$ cat src/rtl/acc_pkg.sv
// Shared types and widths for the accelerator result path.
package acc_pkg;

    localparam int ACC_WORD_W = 32;
    localparam int ACC_BUS_W  = 128;
    localparam int LANES      = 4;

    typedef enum logic [1:0] {
        IDLE   = 2'd0,
        ACTIVE = 2'd1,
        DRAIN  = 2'd2
    } state_t;

    typedef struct packed {
        logic                 last;
        logic [LANES-1:0]     keep;
        logic [ACC_BUS_W-1:0] data;
    } beat_t;

    // Mask with the low n lanes set, n in 0..LANES.
    function automatic logic [LANES-1:0] lane_mask(input logic [2:0] n);
        lane_mask = LANES'((5'd1 << n) - 5'd1);
    endfunction

endpackage

$ cat src/rtl/result_packer_if.sv
// Accelerator result stream in, packed 128-bit beat stream out, plus status.
interface result_packer_if;
    import acc_pkg::*;

    logic                  acc_valid;
    logic [ACC_WORD_W-1:0] acc_data;
    logic                  acc_done;
    logic                  out_valid;
    logic                  out_ready;
    logic [ACC_BUS_W-1:0]  out_data;
    logic [LANES-1:0]      out_keep;
    logic                  out_last;
    logic                  busy;
    logic                  overflow;

    modport master (
        input  acc_valid, acc_data, acc_done, out_ready,
        output out_valid, out_data, out_keep, out_last, busy, overflow
    );

    modport slave (
        output acc_valid, acc_data, acc_done, out_ready,
        input  out_valid, out_data, out_keep, out_last, busy, overflow
    );

endinterface

$ cat src/rtl/beat_fifo.sv
// First-word-fall-through beat FIFO; a push shows at the head the cycle after its edge.
// Full push is accepted only when a pop happens the same edge; no empty bypass.
module beat_fifo
    import acc_pkg::*;
#(
    parameter int DEPTH = 4
) (
    input  logic                   clk,
    input  logic                   rst,
    input  logic                   push,
    input  beat_t                  push_dat,
    output logic                   full,
    input  logic                   pop,
    output beat_t                  pop_dat,
    output logic                   empty,
    output logic [$clog2(DEPTH):0] count
);

    localparam int AW = $clog2(DEPTH);

    beat_t         mem [DEPTH];
    logic [AW:0]   wr_ptr;
    logic [AW:0]   rd_ptr;
    logic          push_ok;
    logic          pop_ok;

    // Extra MSB on each pointer separates full from empty when the indices match.
    assign empty   = (wr_ptr == rd_ptr);
    assign full    = (wr_ptr[AW] != rd_ptr[AW]) && (wr_ptr[AW-1:0] == rd_ptr[AW-1:0]);
    assign count   = wr_ptr - rd_ptr;
    assign pop_ok  = pop && !empty;
    assign push_ok = push && (!full || pop_ok);

    always_ff @(posedge clk or posedge rst) begin
        if (rst) begin
            wr_ptr <= '0;
            rd_ptr <= '0;
        end else begin
            if (push_ok) wr_ptr <= wr_ptr + 1'b1;
            if (pop_ok)  rd_ptr <= rd_ptr + 1'b1;
        end
    end

    always_ff @(posedge clk) begin
        if (push_ok) mem[wr_ptr[AW-1:0]] <= push_dat;
    end

    assign pop_dat = empty ? '0 : mem[rd_ptr[AW-1:0]];

endmodule

$ cat src/rtl/result_packer.sv
// Packs 32-bit accelerator results into 128-bit beats; beat visible the cycle after its push.
// Host stalls are absorbed by the FIFO only; a push into a full, non-popping FIFO is dropped.
module result_packer
    import acc_pkg::*;
#(
    parameter int DEPTH = 4,
    parameter int LANES = 4
) (
    input  logic                   clk,
    input  logic                   rst,
    result_packer_if.master        bus
);

    localparam int CW = $clog2(DEPTH) + 1;

    state_t                          state;
    state_t                          state_nxt;
    logic [1:0]                      idx;
    logic [LANES-1:0][ACC_WORD_W-1:0] lanes_q;
    logic [LANES-1:0][ACC_WORD_W-1:0] lanes_wr;
    logic                            push;
    logic                            push_ok;
    logic                            pop;
    beat_t                           push_beat;
    beat_t                           head;
    logic                            fifo_full;
    logic                            fifo_empty;
    logic [CW-1:0]                   fifo_count;
    logic [CW-1:0]                   count_after;
    logic                            overflow_q;

    // A word and done in the same cycle land in the same terminating beat.
    always_comb begin
        lanes_wr  = lanes_q;
        push_beat = '0;
        if (bus.acc_valid) lanes_wr[idx] = bus.acc_data;
        push           = (bus.acc_valid && (idx == 2'd3)) || bus.acc_done;
        push_beat.data = lanes_wr;
        push_beat.last = bus.acc_done;
        push_beat.keep = bus.acc_valid ? lane_mask({1'b0, idx} + 3'd1)
                                       : lane_mask({1'b0, idx});
    end

    assign pop         = bus.out_valid && bus.out_ready;
    assign push_ok     = push && (!fifo_full || pop);
    assign count_after = fifo_count + CW'(push_ok) - CW'(pop);

    // Every push restarts assembly from a cleared register, so padding lanes read as zero.
    always_ff @(posedge clk or posedge rst) begin
        if (rst) begin
            idx     <= 2'd0;
            lanes_q <= '0;
        end else if (push) begin
            idx     <= 2'd0;
            lanes_q <= '0;
        end else if (bus.acc_valid) begin
            idx     <= idx + 2'd1;
            lanes_q <= lanes_wr;
        end
    end

    always_ff @(posedge clk or posedge rst) begin
        if (rst) begin
            overflow_q <= 1'b0;
        end else if (push && fifo_full && !pop) begin
            overflow_q <= 1'b1;
        end
    end

    beat_fifo #(.DEPTH(DEPTH)) u_fifo (
        .clk      (clk),
        .rst      (rst),
        .push     (push),
        .push_dat (push_beat),
        .full     (fifo_full),
        .pop      (pop),
        .pop_dat  (head),
        .empty    (fifo_empty),
        .count    (fifo_count)
    );

    always_ff @(posedge clk or posedge rst) begin
        if (rst) state <= IDLE;
        else     state <= state_nxt;
    end

    // An empty job (done from IDLE) goes straight to DRAIN since its beat is already pushed.
    always_comb begin
        state_nxt = state;
        case (state)
            IDLE: begin
                if (push && bus.acc_done)  state_nxt = DRAIN;
                else if (bus.acc_valid)    state_nxt = ACTIVE;
            end
            ACTIVE: begin
                if (push && bus.acc_done)  state_nxt = DRAIN;
            end
            DRAIN: begin
                if (push && bus.acc_done)  state_nxt = DRAIN;
                else if (bus.acc_valid)    state_nxt = ACTIVE;
                else if (count_after == '0) state_nxt = IDLE;
            end
            default: state_nxt = IDLE;
        endcase
    end

    always_comb begin
        bus.busy      = (state != IDLE);
        bus.overflow  = overflow_q;
        bus.out_valid = !fifo_empty;
        bus.out_data  = head.data;
        bus.out_keep  = head.keep;
        bus.out_last  = head.last;
    end

endmodule

$ cat src/flat_wrapper.sv
// flat-port wrapper written by rule: the top's interface ports become plain ports
module result_packer_flat import acc_pkg::*;
#(
    parameter int DEPTH = 4,
    parameter int LANES = 4
)
  (clk, rst, bus_acc_valid, bus_acc_data, bus_acc_done, bus_out_ready, bus_out_valid, bus_out_data, bus_out_keep, bus_out_last, bus_busy, bus_overflow);
  result_packer_if bus_i ();
  input  logic clk;
  input  logic rst;
  input wire logic [$bits(bus_i.acc_valid)-1:0] bus_acc_valid;
  input wire logic [$bits(bus_i.acc_data)-1:0] bus_acc_data;
  input wire logic [$bits(bus_i.acc_done)-1:0] bus_acc_done;
  input wire logic [$bits(bus_i.out_ready)-1:0] bus_out_ready;
  output wire logic [$bits(bus_i.out_valid)-1:0] bus_out_valid;
  output wire logic [$bits(bus_i.out_data)-1:0] bus_out_data;
  output wire logic [$bits(bus_i.out_keep)-1:0] bus_out_keep;
  output wire logic [$bits(bus_i.out_last)-1:0] bus_out_last;
  output wire logic [$bits(bus_i.busy)-1:0] bus_busy;
  output wire logic [$bits(bus_i.overflow)-1:0] bus_overflow;
  assign bus_i.acc_valid = bus_acc_valid;
  assign bus_i.acc_data = bus_acc_data;
  assign bus_i.acc_done = bus_acc_done;
  assign bus_i.out_ready = bus_out_ready;
  assign bus_out_valid = bus_i.out_valid;
  assign bus_out_data = bus_i.out_data;
  assign bus_out_keep = bus_i.out_keep;
  assign bus_out_last = bus_i.out_last;
  assign bus_busy = bus_i.busy;
  assign bus_overflow = bus_i.overflow;
  result_packer #(.DEPTH(DEPTH), .LANES(LANES)) u_core (.clk(clk), .rst(rst), .bus(bus_i));
endmodule
$ cat config.mk
export PLATFORM = sky130hd
export DESIGN_NAME = result_packer_flat
export DESIGN_NICKNAME = d
export VERILOG_FILES = /design/src/rtl/acc_pkg.sv /design/src/rtl/result_packer_if.sv /design/src/rtl/beat_fifo.sv /design/src/rtl/result_packer.sv /design/src/flat_wrapper.sv
export SDC_FILE = /design/constraint.sdc
export NUM_CORES = 1
export LEC_CHECK = 0
export ABC_AREA = 1
export CORE_UTILIZATION = 60
export CTS_BUF_LIST = sky130_fd_sc_hd__clkbuf_2 sky130_fd_sc_hd__clkbuf_4 sky130_fd_sc_hd__clkbuf_8
export CTS_CLUSTER_DIAMETER = 80
export DETAILED_ROUTE_END_ITERATION = 8
export PLACE_DENSITY_LB_ADDON = 0.25
export SETUP_SLACK_MARGIN = 0.2
export SKIP_LAST_GASP = 1
export SYNTH_ARGS = -nofsm -noshare
export SYNTH_HDL_FRONTEND = slang
export SYNTH_SLANG_ARGS = --single-unit
$ cat constraint.sdc
create_clock -name clk -period 22.2 [get_ports clk]
set_input_delay 4.44 -clock clk [delete_from_list [all_inputs] [get_ports clk]]
set_output_delay 4.44 -clock clk [all_outputs]
set_load 0.005 [all_outputs]
Word-level counts from Yosys, hierarchy flattened
Memory sizes are Yosys's and may differ from the RTL's.
Index checks and enable logic that the tools add are counted.
{ "word_totals": {"ff_bits": 139, "latchBits": 0, "ramBits": 532, "mem_bits_ro": 0, "inputBits": 37, "mem_count": 1} }
{ "mem_list": {"columns": ["memory", "words", "word_bits", "read_ports", "rd_clocked_by_memory_dff", "write_ports", "line_no", "rtl"], "rows": [
  ["u_core.u_fifo.mem", 4, 133, 1, 0, 1, "beat_fifo.sv:21", "beat_t mem [DEPTH];"]
]} }
{ "classes": {"add_sub_neg": 9, "mul": 0, "div_mod_pow": 0, "n_lt_le_gt_ge": 2, "eq_ne": 9, "shifts": 2, "muxes": 19, "bitwise_logic": 0, "reduce_logical": 21} }
{ "op_table": {"columns": ["op", "count"], "rows": [
  ["$mux 128", 3],
  ["$mux 133", 1],
  ["$bwmux 128", 1],
  ["$demux 32 s2", 1],
  ["$mux 32", 1],
  ["$mux 2", 8],
  ["$logic_and 1x1->1", 10],
  ["$sub 4x1->4 const B", 2],
  ["$add 3x1->3 const B", 2],
  ["$pmux 2 s3", 1],
  ["$eq 2x2->1 const B", 2],
  ["$mux 4", 1],
  ["$ne 4x2->1 const B", 1],
  ["$reduce_bool 2->1", 2],
  ["$shl 1x2->4 const A", 1],
  ["$shl 1x3->4 const A", 1],
  ["$add 2x1->3 const B", 1],
  ["$add 3x1->3", 1],
  ["$eq 3x3->1", 1],
  ["$logic_not 1->1", 3],
  ["$logic_not 3->1", 1],
  ["$logic_or 1x1->1", 3],
  ["$lt 2x3->1 const B", 1],
  ["$ne 3x2->1 const B", 1],
  ["other kinds (11)", 12]
]} }

Depth between registers and ports, before layout
Gate-level depths: netlist of run 1.
{ "depth": {"ltp_word": 12, "ltp_mapped": 21} }

Cells and area by module
Synthesis of run 1 repeated with hierarchy kept, for this count alone.
{ "unflattened": {"cells_unflattened": 2472, "hier_area_um2": 27939.3} }
{ "by_module_without_submodules": {"columns": ["mod", "instances", "cells_per_inst", "area_per_inst_um2", "seq_area_each_um2"], "rows": [
  ["beat_fifo", 1, 1630, 21317.9, 16125.5],
  ["result_packer", 1, 842, 6621.4, 3328.2]
]} }

Worst setup path before layout of run 1
OpenSTA, ideal clock, no wires.
{ "synth_path": {"path_kind": "in2reg", "startpoint": "input port bus_acc_valid", "endpoint": "memory u_core.u_fifo.mem[0][0] (netlist bit), enable pin", "setup_time_ps": 627, "t_arrival_ps": 10373, "setup_slack_ps": 11200, "path_stages": 6, "path_cell_list": "nand2_1 > inv_1 > nor2_1 > inv_2 > nand2_2 > nor2_1"} }
{ "synth_via": {"elab_chain_cells": 5} }
{ "synth_lines": {"columns": ["element", "line_no", "rtl"], "rows": [
  ["start, declared", "flat_wrapper.sv:11", "input wire logic [$bits(bus_i.acc_valid)-1:0] bus_acc_valid;"],
  ["$logic_and 1x1->1", "result_packer.sv:37", "push = (bus.acc_valid && (idx == 2'd3)) || bus.acc_done;"],
  ["$logic_or 1x1->1", "result_packer.sv:37", null],
  ["$logic_and 1x1->1", "beat_fifo.sv:32", "assign push_ok = push && (!full || pop_ok);"],
  ["$mux 1", "beat_fifo.sv:45", "if (push_ok) mem[wr_ptr[AW-1:0]] <= push_dat;"],
  ["$mux 1 (not written as such)", "beat_fifo.sv:45", null],
  ["end, declared", "beat_fifo.sv:21", null]
]} }
Every way passes these cells.

Final worst setup path of run 1
{ "layout_path": {"startpoint": "register u_core.u_fifo.rd_ptr[1]", "endpoint": "output port bus_out_data[127]"} }
{ "layout_via": {"elab_chain_cells": 2} }
{ "layout_lines": {"columns": ["element", "line_no", "rtl"], "rows": [
  ["start, declared", "beat_fifo.sv:23", "logic [AW:0] rd_ptr;"],
  ["start signal, assigned", "beat_fifo.sv:40", "if (pop_ok) rd_ptr <= rd_ptr + 1'b1;"],
  ["$mem_v2 4x133 or $eq 3x3->1 (tied branches)", null, null],
  ["$mux 133 (*)", "beat_fifo.sv:48", "assign pop_dat = empty ? '0 : mem[rd_ptr[AW-1:0]];"],
  ["end, declared", "flat_wrapper.sv:16", "output wire logic [$bits(bus_i.out_data)-1:0] bus_out_data;"]
]} }
Mark *: on every way between the ends. The rest lies on a longest branch, timed or not.

==> impl_metrics.py, run 1 <==
metrics = {
    "run_status": {
        "status": "complete, no violations",
    },
    "placement": {
        "gp_congestion": 0.851,
        "dpl.cell_count": 3115,
        "dpl_cell_area_sq_mm": 0.0295,
        "hpwl_um": 37700,
        "io_buffers": 172,
    },
    "route": {
        "ant_nets": 0,
        "wire_per_inst_um": 20.2,
        "viasPerCell": 5.62,
        "dr.first_iter.drc_count": 1999,
        "wl_um": 67000,
        "drtPass1Iterations": 6,
        "via_count": 18600,
        "drcViolationCount": 0,
    },
    "global_route": {
        "grt_pass1_wl_um": 101000,
        "grt_usage_pct": 28.6,
        "overflow": 0,
        "antenna_found_initial": 9,
        "grt_pass1_vias": 17700,
        "grt_max_degree": 223,
    },
    "sta": {
        "worstMarginPinSlew_ps": 1350,
        "tns_ps": 0,
        "min_period_ps": 8760,
        "max_freq_mhz": 114,
        "finalMaxSlewViolations": 0,
        "fin_skew_ps": 18.9,
        "slew-limit-headroom_pct": 10.1,
        "hold_viol_final": 0,
        "period_share_pct": 39.4,
        "whs_ps": 486,
        "finalSetupViolCount": 0,
        "rsz0062_at_grt": "no",
    },
    "pwr": {
        "peakVddDrop_mv": 0.131,
        "p_per_area_mw_per_mm2": 141,
        "p_leak_uw": 0.0134,
    },
    "logic_synthesis": {
        "synth_area_leaders": "edfxtp_1, dfrtp_1, o21ai_0, nor2_1, inv_1",
        "synth_largest_area_cell": "edfxtp_1",
        "avgSynthCellArea_sq_um": 11.2,
        "syn-num-nets": 2520,
        "ys_ff_latch": 671,
        "syn_area_sq_mm": 0.0276,
        "synthArstFlopShare_pct": 20.7,
        "synth.distinct_cells": 29,
        "synth_top_area_share_pct": 57.8,
        "synth-edff-count": 532,
        "synth-seq-area-share_pct": 70.4,
        "postSynthCellCount": 2469,
        "ys.flop_type": "edfxtp_1",
        "yosysWarnings": 0,
    },
    "setup_path": {
        "max_stage_delay_ps": 890,
        "critical-path-top-delay-family": "buffers and inverters",
        "arrival_ps": 4320,
        "worst_ep_required_time_ps": 17760,
        "crit_type": "flip-flop to output pin",
        "critPathLaunchType": "flip-flop",
        "cp-end-kind": "output pin",
        "path_cells": "inv_4 -> buf_4 -> o21ai_0 -> o22ai_1 -> nand2_1 -> inv_1 -> clkdlybuf4s50_1",
        "crit_slowest_cell": "buf_4",
        "critPathMaxFanout": 93,
        "r2r_slack_ps": 17420,
        "path_buf_inv": 4,
    },
    "die": {
        "die_y_um": 217,
        "die_w_um": 217,
        "num_rows": 78,
        "start_util_pct": 60.9,
        "design.die.area_sq_mm": 0.0469,
        "core_area_sq_mm": 0.0454,
        "num_io_pins": 173,
    },
    "clock_network": {
        "cts_buffers": 101,
        "cts_tree": "yes",
        "post_cts_buffers": 0,
        "ctsResizeCount": 0,
        "cts.sink_count": 671,
        "root_buffer": "clkbuf_8",
        "clock_latency_ps": 670,
        "clkTransAtPathRegs_ps": 60,
        "cts.htree.levels": 3,
        "cts_max_path_buffers": 3,
        "cts_hold_buf": 0,
    },
    "layout": {
        "regArea_sq_mm": 0.0195,
        "stdcell_count": 3314,
        "n_fill_cell": 3165,
        "area_growth_pct": 14.7,
        "drive_above_1_share_pct": 12.1,
        "multi_input_comb_area_sq_mm": 0.00602,
        "fin_area_sq_mm": 0.0317,
        "num-nets-final": 2669,
    },
    "worst_hold_path": {
        "worstHoldPathType": "flip-flop to flip-flop",
    },
    "run": {
        "drv_cap": 0,
    },
}
==> cell type report <==
class	instances	area share, %
Sequential cell	671	61.4
Multi-Input combinational cell	1273	19.0
Clock buffer	158	6.03
Timing Repair Buffer	189	5.87
Inverter	382	4.58
Tap cell	600	2.37
Clock inverter	34	0.687
Antenna cell	7	0.0553
==> sequential cells by signal, indices dropped and copies added, names as in the netlist <==
| register | count |
|---|---|
| u_core.u_fifo.wr_ptr | 3 |
| u_core.u_fifo.rd_ptr | 3 |
| u_core.u_fifo.mem | 532 |
| u_core.state | 2 |
| u_core.idx | 2 |
| u_core.bus.overflow | 1 |
| u_core.lanes_q | 128 |
==> report_power, final <==
group / internal, uW / total [uW] / switching, uW
Combinational: 692 / 1700 / 1000
Clock: 572 / 1030 / 463
Sequential: 1630 / 1720 / 89.7
Total: 2900 / 4450 / 1560
==> synthesized netlist by cell type (all sizes together), types with 2 or more instances <==
cell type and number:
nand3 9, edfxtp 532, clkbuf 66, nand2 296, xnor2 2, buf 77
o21ai 397, ha 12, o22ai 133, dfrtp 139, nor2 404, inv 382
xor2 2, or2 11, fa 2
==> tightest hold or removal path, stage by stage, from the launching register on <==
cell	delay [ps]
dfrtp_1	320
inv_1	40
nor2_1	90
==> worst paths after layout <==
path | to | cells after the start | startpoint
max in group asynchronous | u_core.u_fifo.rd_ptr[1] | 3 | rst
setup / recovery | bus_out_data[127] | 7 | u_core.u_fifo.rd_ptr[1]
min in group asynchronous | u_core.lanes_q[91] | 2 | rst
hold / removal | u_core.lanes_q[97] | 2 | u_core.lanes_q[97]
setup reg to reg | u_core.state[1] | 19 | u_core.u_fifo.rd_ptr[1]
hold reg to reg | u_core.lanes_q[97] | 2 | u_core.lanes_q[97]
==> cell usage in the layout (no fill, tap or decap), types with 12 or more instances in the layout <==
master / Yosys / layout
buf_4: 13 / 16
clkbuf_4: 0 / 42
clkbuf_8: 0 / 116
clkdlybuf4s50_1: 0 / 172
clkinv_1: 0 / 12
clkinv_2: 0 / 15
dfrtp_1: 139 / 137
edfxtp_1: 532 / 532
ha_1: 12 / 12
inv_1: 329 / 328
inv_2: 52 / 50
nand2_1: 241 / 238
nand2_2: 54 / 57
nor2_1: 403 / 399
o21ai_0: 364 / 364
o21ai_1: 33 / 33
o22ai_1: 133 / 133
==> layer usage <==
layer  wire [um]  vias to the layer above  global-route usage [%]  part of all wire, %
met4        1660                        2                    10.4                  2.5
met2       32300                      897                    46.4                   48
li1            -                     8532                       -                    -
met3        6420                      111                    5.28                  9.6
met1       26600                     9078                    39.1                   40
met5           9                        -                       0                0.013
==> kinds of logic after synthesis <==
| kind of cell | after synthesis | share of synthesized area [%] |
|---|---|---|
| AOI/OAI and AO/OA | 534 | 10.3 |
| xor gates and xnor gates | 4 | 0.127 |
| adders and majority gates | 14 | 0.688 |
| buffers and inverters | 525 | 7.97 |
| DFF | 671 | 70.4 |
| and+or+nand+nor | 721 | 10.5 |
==> metrics by stage <==
step | util, % | worst slack (ps) | power, uW
after floorplan | - | 11200 | 2720
after global placement | 65.1 | 13370 | 3400
after detailed placement | 65.1 | 13340 | 3450
after CTS | 69.8 | 13390 | 4480
after global routing | 69.8 | 13170 | 4700
final | 69.8 | 13440 | 4450
Note: power is estimated with default switching activity, not from simulation.
==> run 2, diff against run 1 <==
==> constraint.sdc (replaced) <==
create_clock -name clk -period 8.2 [get_ports clk]
set_input_delay 1.64 -clock clk [delete_from_list [all_inputs] [get_ports clk]]
set_output_delay 1.64 -clock clk [all_outputs]
set_load 0.005 [all_outputs]
==> run 2 against run 1 <==
  * Critical path depth did not move
  * Clock power rose to 2.8 times the previous value
  * Cell area rose by 0.34%
  * Clock skew rose by 20 ps
  * First-iteration DRC count fell by 1.8%
  * Worst setup slack got worse by 11000 ps
  * Cell count did not move
  * Combinational power rose to 2.8 times the previous value
  * Via count rose by 0.32%
  * Sequential share of layout area fell by 0.21 points
  * Largest cell class unchanged
==> impl_metrics.py, run 2 (synthesized netlist as in run 1, its figures left out) <==
metrics = {
    "sta": {
        "max_freq_mhz": 178,
        "hold_viol_final": 0,
        "finalMaxSlewViolations": 0,
        "finalSetupViolCount": 0,
        "rsz0062_at_grt": "no",
        "period_share_pct": 68.6,
        "worstMarginPinSlew_ps": 1190,
        "slew-limit-headroom_pct": 20.7,
        "fin_ws_ps": 2570,
        "min_period_ps": 5630,
        "fin_skew_ps": 38.6,
        "tns_ps": 0,
    },
    "die": {
        "die_w_um": 217,
        "start_util_pct": 60.9,
        "design.die.area_sq_mm": 0.0469,
        "core_area_sq_mm": 0.0454,
        "num_io_pins": 173,
        "num_rows": 78,
        "die_y_um": 217,
    },
    "global_route": {
        "overflow": 0,
        "grt_pass1_vias": 18000,
        "antenna_found_initial": 10,
        "grt_usage_pct": 28.6,
        "grt_max_degree": 269,
        "grt_pass1_wl_um": 101000,
    },
    "layout": {
        "n_fill_cell": 3184,
        "drive_above_1_share_pct": 12.4,
        "largest_reg_flops": 532,
        "fin_area_sq_mm": 0.0318,
        "num-nets-final": 2673,
        "mostFrequentLayoutCells": "edfxtp_1, nor2_1, o21ai_0",
        "final_common_cell": "edfxtp_1",
        "area_growth_pct": 15.1,
    },
    "clock_network": {
        "cts_hold_buf": 0,
        "cts.htree.levels": 3,
        "cts_buffers": 102,
        "clkTransAtPathRegs_ps": 60,
        "root_buffer": "clkbuf_8",
        "cts_tree": "yes",
        "cts_max_path_buffers": 3,
        "cts.sink_count": 671,
        "ctsResizeCount": 0,
        "clock_latency_ps": 690,
        "post_cts_buffers": 0,
    },
    "route": {
        "wl_um": 66300,
        "via_count": 18700,
        "drtPass1Iterations": 5,
        "viasPerCell": 5.64,
        "drcViolationCount": 0,
        "ant_nets": 0,
        "wire_per_inst_um": 20.0,
        "dr.first_iter.drc_count": 1963,
    },
    "worst_hold_path": {
        "worstHoldPathType": "flip-flop to flip-flop",
        "min_path_cells": 2,
        "holdPathEnd": "u_core.lanes_q[98]",
        "hold_path_startpoint": "u_core.lanes_q[98]",
    },
    "setup_path": {
        "cp-end-kind": "output pin",
        "arrival_ps": 3990,
        "critPathLaunchType": "flip-flop",
        "worst_ep_required_time_ps": 6560,
        "r2r_slack_ps": 4260,
        "crit_type": "flip-flop to output pin",
        "r2r_start": "u_core.idx[0]",
        "critPathMaxFanout": 77,
        "reg2reg_depth": 8,
        "rr_endpoint": "u_core.u_fifo.mem[1][13]",
    },
    "pwr": {
        "peakVddDrop_mv": 0.545,
        "p_leak_uw": 0.0135,
        "p_per_area_mw_per_mm2": 381,
    },
    "placement": {
        "hpwl_um": 36500,
        "dp_slack_ps": 2350,
        "dpl_cell_area_sq_mm": 0.0296,
        "gp_congestion": 0.878,
        "io_buffers": 172,
    },
    "run_status": {
        "status": "complete, no violations",
    },
    "run": {
        "drv_cap": 0,
    },
}
-- run 2: changes by cell type in the layout (fill, tap and decap cells not counted) --
cell	delta
clkbuf_4	+5
clkinv_2	-4
clkinvlp_4	-5
clkbuf_8	+7
clkinv_1	-7
diode_2	-3
buf_12	+4
inv_6	+6
bufinv_16	-2
buf_4	-1
-- run 2: stage by stage --
step / instances / total power (uW) / hold WS [ps] / utilization, %
final: 3314 / 12100 / 486 / 70.1
after global placement: 3118 / 9210 / 468 / 65.3
after global routing: 3311 / 12800 / 510 / 70.1
after CTS: 3310 / 12200 / 490 / 70.0
after detailed placement: 3118 / 9330 / 477 / 65.3
after floorplan: 2469 / 7350 / 456 / -
-- run 2: worst max-delay path, stage by stage, from the launching register on --
cell and delay, ps:
dfrtp_4 430, buf_4 580, buf_4 810, o21ai_0 250, o22ai_1 440, nand2_1 100
inv_1 80, clkdlybuf4s50_1 500
-- run 2: layout make-up --
type                    instances  area (sq um)  area share (%)
well taps                     600           751            2.36
clock inverters                22           126           0.397
flip-flops and latches        671         19500            61.2
diodes                          4          10.0          0.0315
inverters                     382          1450            4.56
repair buffers                192          1930            6.08
clock buffers                 170          2050            6.43
multi-input cells            1273          6020            18.9
-- run 2: how the worst max path moves through the flow --
stage / startpoint / to / slack (ps) / cells past startpoint
3_5_place_dp: bus_acc_valid / u_core.u_fifo.mem[1][5] / 2350 / 8
2_1_floorplan: bus_acc_valid / u_core.u_fifo.mem[0][0] / -0.2 / 6
6_report: u_core.u_fifo.rd_ptr[1] / bus_out_data[120] / 2570 / 7
3_3_place_gp: bus_acc_valid / u_core.u_fifo.mem[1][3] / 2420 / 8
5_1_grt: u_core.u_fifo.rd_ptr[1] / bus_out_data[120] / 2480 / 7
4_1_cts: u_core.u_fifo.rd_ptr[1] / bus_out_data[120] / 2590 / 7
-- run 2: power breakdown --
| group | internal [uW] | leakage (uW) | switching, uW |
|---|---|---|---|
| registers | 4420 | 0.00687 | 150 |
| logic | 1890 | 0.00547 | 2800 |
| clock network | 1580 | 0.00118 | 1270 |
| total | 7890 | 0.0135 | 4220 |
-- run 2: routing by layer --
layer / up-vias / wire length (um) / share of wire (%) / track usage (%)
li1: 8538 / - / - / -
met1: 9154 / 25600 / 39 / 37.8
met2: 836 / 32000 / 48 / 46.2
met3: 150 / 6260 / 9.4 / 5.29
met4: 2 / 2440 / 3.7 / 13.4
met5: - / 9 / 0.014 / 0
==> run 3, diff against run 2 <==
--- a/config.mk
+++ b/config.mk
@@ -6,7 +6,7 @@
 export NUM_CORES = 1
 export LEC_CHECK = 0
 export ABC_AREA = 1
-export CORE_UTILIZATION = 60
+export CORE_UTILIZATION = 56
 export CTS_BUF_LIST = sky130_fd_sc_hd__clkbuf_2 sky130_fd_sc_hd__clkbuf_4 sky130_fd_sc_hd__clkbuf_8
 export CTS_CLUSTER_DIAMETER = 80
 export DETAILED_ROUTE_END_ITERATION = 8
==> constraint.sdc (replaced) <==
create_clock -name clk -period 4.82 [get_ports clk]
set_input_delay 0.964 -clock clk [delete_from_list [all_inputs] [get_ports clk]]
set_output_delay 0.964 -clock clk [all_outputs]
set_load 0.005 [all_outputs]
==> run 3 against run 2 <==
  * Worst setup slack worse by 2100 ps
  * Sequential share of layout area down 0.63 points
  * Total power grew 72%
  * Count of clock-buffer cells in the layout decreased by 4
  * Via count decreased by 1.3%
  * Combinational power increased by 72%
  * Largest cell class unchanged
  * Largest power group unchanged
==> impl_metrics.py, run 3 (synthesized netlist as in run 1, its figures left out) <==
metrics = {
    "run_status": {
        "status": "complete, no violations",
    },
    "placement": {
        "gp_congestion": 0.814,
        "dp_slack_ps": 872,
        "hpwl_um": 37100,
        "dpl.cell_count": 3193,
        "io_buffers": 172,
    },
    "route": {
        "via_count": 18400,
        "drcViolationCount": 0,
        "dr.max_layer_used": "met5",
        "met3WireLength_um": 6000,
        "viasPerCell": 5.43,
        "wl_met2_um": 31800,
        "drtPass1Iterations": 6,
        "wl_met1_um": 27300,
        "wire_per_inst_um": 19.7,
        "dr.first_iter.drc_count": 1690,
        "wl_um": 67000,
        "ant_nets": 0,
    },
    "worst_hold_path": {
        "worstHoldPathType": "flip-flop to flip-flop",
    },
    "setup_path": {
        "crit_end": "bus_out_data[81]",
        "critPathLaunchType": "flip-flop",
        "max_stage_delay_ps": 550,
        "cp-startpoint": "u_core.u_fifo.rd_ptr[0]",
        "critPathMaxFanout": 168,
        "path_cells": "inv_8 -> buf_12 -> o21ai_0 -> o22ai_1 -> nand2_1 -> inv_1 -> clkdlybuf4s50_1",
        "rr_endpoint": "u_core.state[1]",
        "worst_ep_required_time_ps": 3860,
        "arrival_ps": 3360,
        "crit_type": "flip-flop to output pin",
        "r2r_start": "u_core.u_fifo.rd_ptr[0]",
        "crit_slowest_cell": "buf_12",
        "r2r_slack_ps": 1520,
        "cp-end-kind": "output pin",
        "reg2reg_depth": 18,
    },
    "pwr": {
        "peakVddDrop_mv": 0.445,
        "p_per_area_mw_per_mm2": 647,
        "pwr-share-clk_pct": 23.5,
        "switchingPower_uw": 7220,
        "p_leak_uw": 0.0136,
        "p_comb_share_pct": 39.0,
        "power.internal_uw": 13600,
        "seq_power_share_pct": 37.5,
        "switching_share_pct": 34.7,
    },
    "sta": {
        "finalSetupViolCount": 0,
        "finalMaxSlewViolations": 0,
        "period_share_pct": 89.7,
        "max_freq_mhz": 231,
        "whs_ps": 485,
        "worstMarginPinSlew_ps": 1080,
        "fin_ws_ps": 497,
        "hold_viol_final": 0,
        "fin_skew_ps": 32.4,
        "min_period_ps": 4320,
        "rsz0062_at_grt": "no",
        "slew-limit-headroom_pct": 28.3,
    },
    "layout": {
        "largest_reg_flops": 532,
        "area_growth_pct": 16.3,
        "mostFrequentLayoutCells": "edfxtp_1, nor2_1, o21ai_0",
        "drive_above_1_share_pct": 12.7,
        "stdcell_count": 3395,
        "num-nets-final": 2686,
        "multi_input_comb_area_sq_mm": 0.00602,
        "regArea_sq_mm": 0.0195,
        "final_common_cell": "edfxtp_1",
        "n_fill_cell": 3721,
    },
    "global_route": {
        "grt_pass1_wl_um": 99900,
        "grt_max_degree": 169,
        "grt_usage_pct": 26.8,
        "antenna_found_initial": 7,
        "grt_pass1_vias": 17600,
        "overflow": 0,
    },
    "clock_network": {
        "cts_hold_buf": 0,
        "clock_latency_ps": 690,
        "cts_tree": "yes",
        "cts_max_path_buffers": 3,
        "ctsResizeCount": 0,
        "cts_buffers": 104,
        "cts.htree.levels": 3,
        "clkTransAtPathRegs_ps": 60,
        "root_buffer": "clkbuf_8",
        "cts.sink_count": 671,
        "post_cts_buffers": 0,
    },
    "die": {
        "core_area_sq_mm": 0.0488,
        "start_util_pct": 56.6,
        "die_y_um": 224,
        "die_w_um": 224,
        "design.die.area_sq_mm": 0.0502,
        "num_rows": 81,
        "num_io_pins": 173,
    },
    "run": {
        "drv_cap": 0,
    },
}
==> run 3: changes by cell type in the layout (fill, tap and decap cells not counted), moves of 3 or more <==
cell / change
buf_12: +11
inv_6: -7
clkinv_1: +8
clkinv_2: +4
clkinvlp_4: +3
==> run 3: worst min-delay path by stage <==
stage / startpoint / to / slack [ps] / cells past startpoint
5_1_grt: u_core.lanes_q[116] / u_core.lanes_q[116] / 500 / 2
4_1_cts: u_core.lanes_q[116] / u_core.lanes_q[116] / 490 / 2
6_report: u_core.lanes_q[116] / u_core.lanes_q[116] / 480 / 2
3_5_place_dp: u_core.lanes_q[116] / u_core.lanes_q[116] / 480 / 2
3_3_place_gp: u_core.lanes_q[109] / u_core.lanes_q[109] / 470 / 2
2_1_floorplan: u_core.state[1] / u_core.state[0] / 460 / 1
==> run 3: layer usage <==
| layer | up-vias | track usage, % |
|---|---|---|
| met5 | - | 0.587 |
| met4 | 2 | 10.6 |
| met3 | 102 | 5.43 |
| met2 | 765 | 43.1 |
| met1 | 9013 | 36.1 |
| li1 | 8559 | - |
==> run 3: metrics by stage <==
step                      power [uW]  area, sq um  utilization (%)  setup TNS [ps]
after floorplan                12400        27600                -         -253210
after global placement         15800        29900             61.2               0
after detailed placement       16000        29900             61.2               0
after global routing           21900        32100             65.7               0
after CTS                      20900        32100             65.7               0
final                          20800        32100             65.8               0
==> run 3: power groups by stage <==
| stage | Sequential [uW] | Combinational [uW] | Clock, uW |
|---|---|---|---|
| floorplan | 7900 | 4520 | 0 |
| CTS | 7790 | 8180 | 4940 |
| global placement | 7860 | 7960 | 0 |
| detailed placement | 7900 | 8140 | 0 |
| global route | 7860 | 8890 | 5190 |
| finish | 7790 | 8100 | 4880 |
==> run 3: cell type report <==
type / instances / area share [%]
well taps: 664 / 2.59
flip-flops and latches: 671 / 60.6
inverters: 382 / 4.51
diodes: 4 / 0.0312
repair buffers: 203 / 6.71
clock inverters: 32 / 0.619
clock buffers: 166 / 6.24
multi-input cells: 1273 / 18.7
==> run 3: worst max-delay path, delay by kind of cell (launching register included) <==
family          cells  cell delay, ps
simple gates        1              80
compound gates      2             550
flops               1             520
buf+inv             4            1360
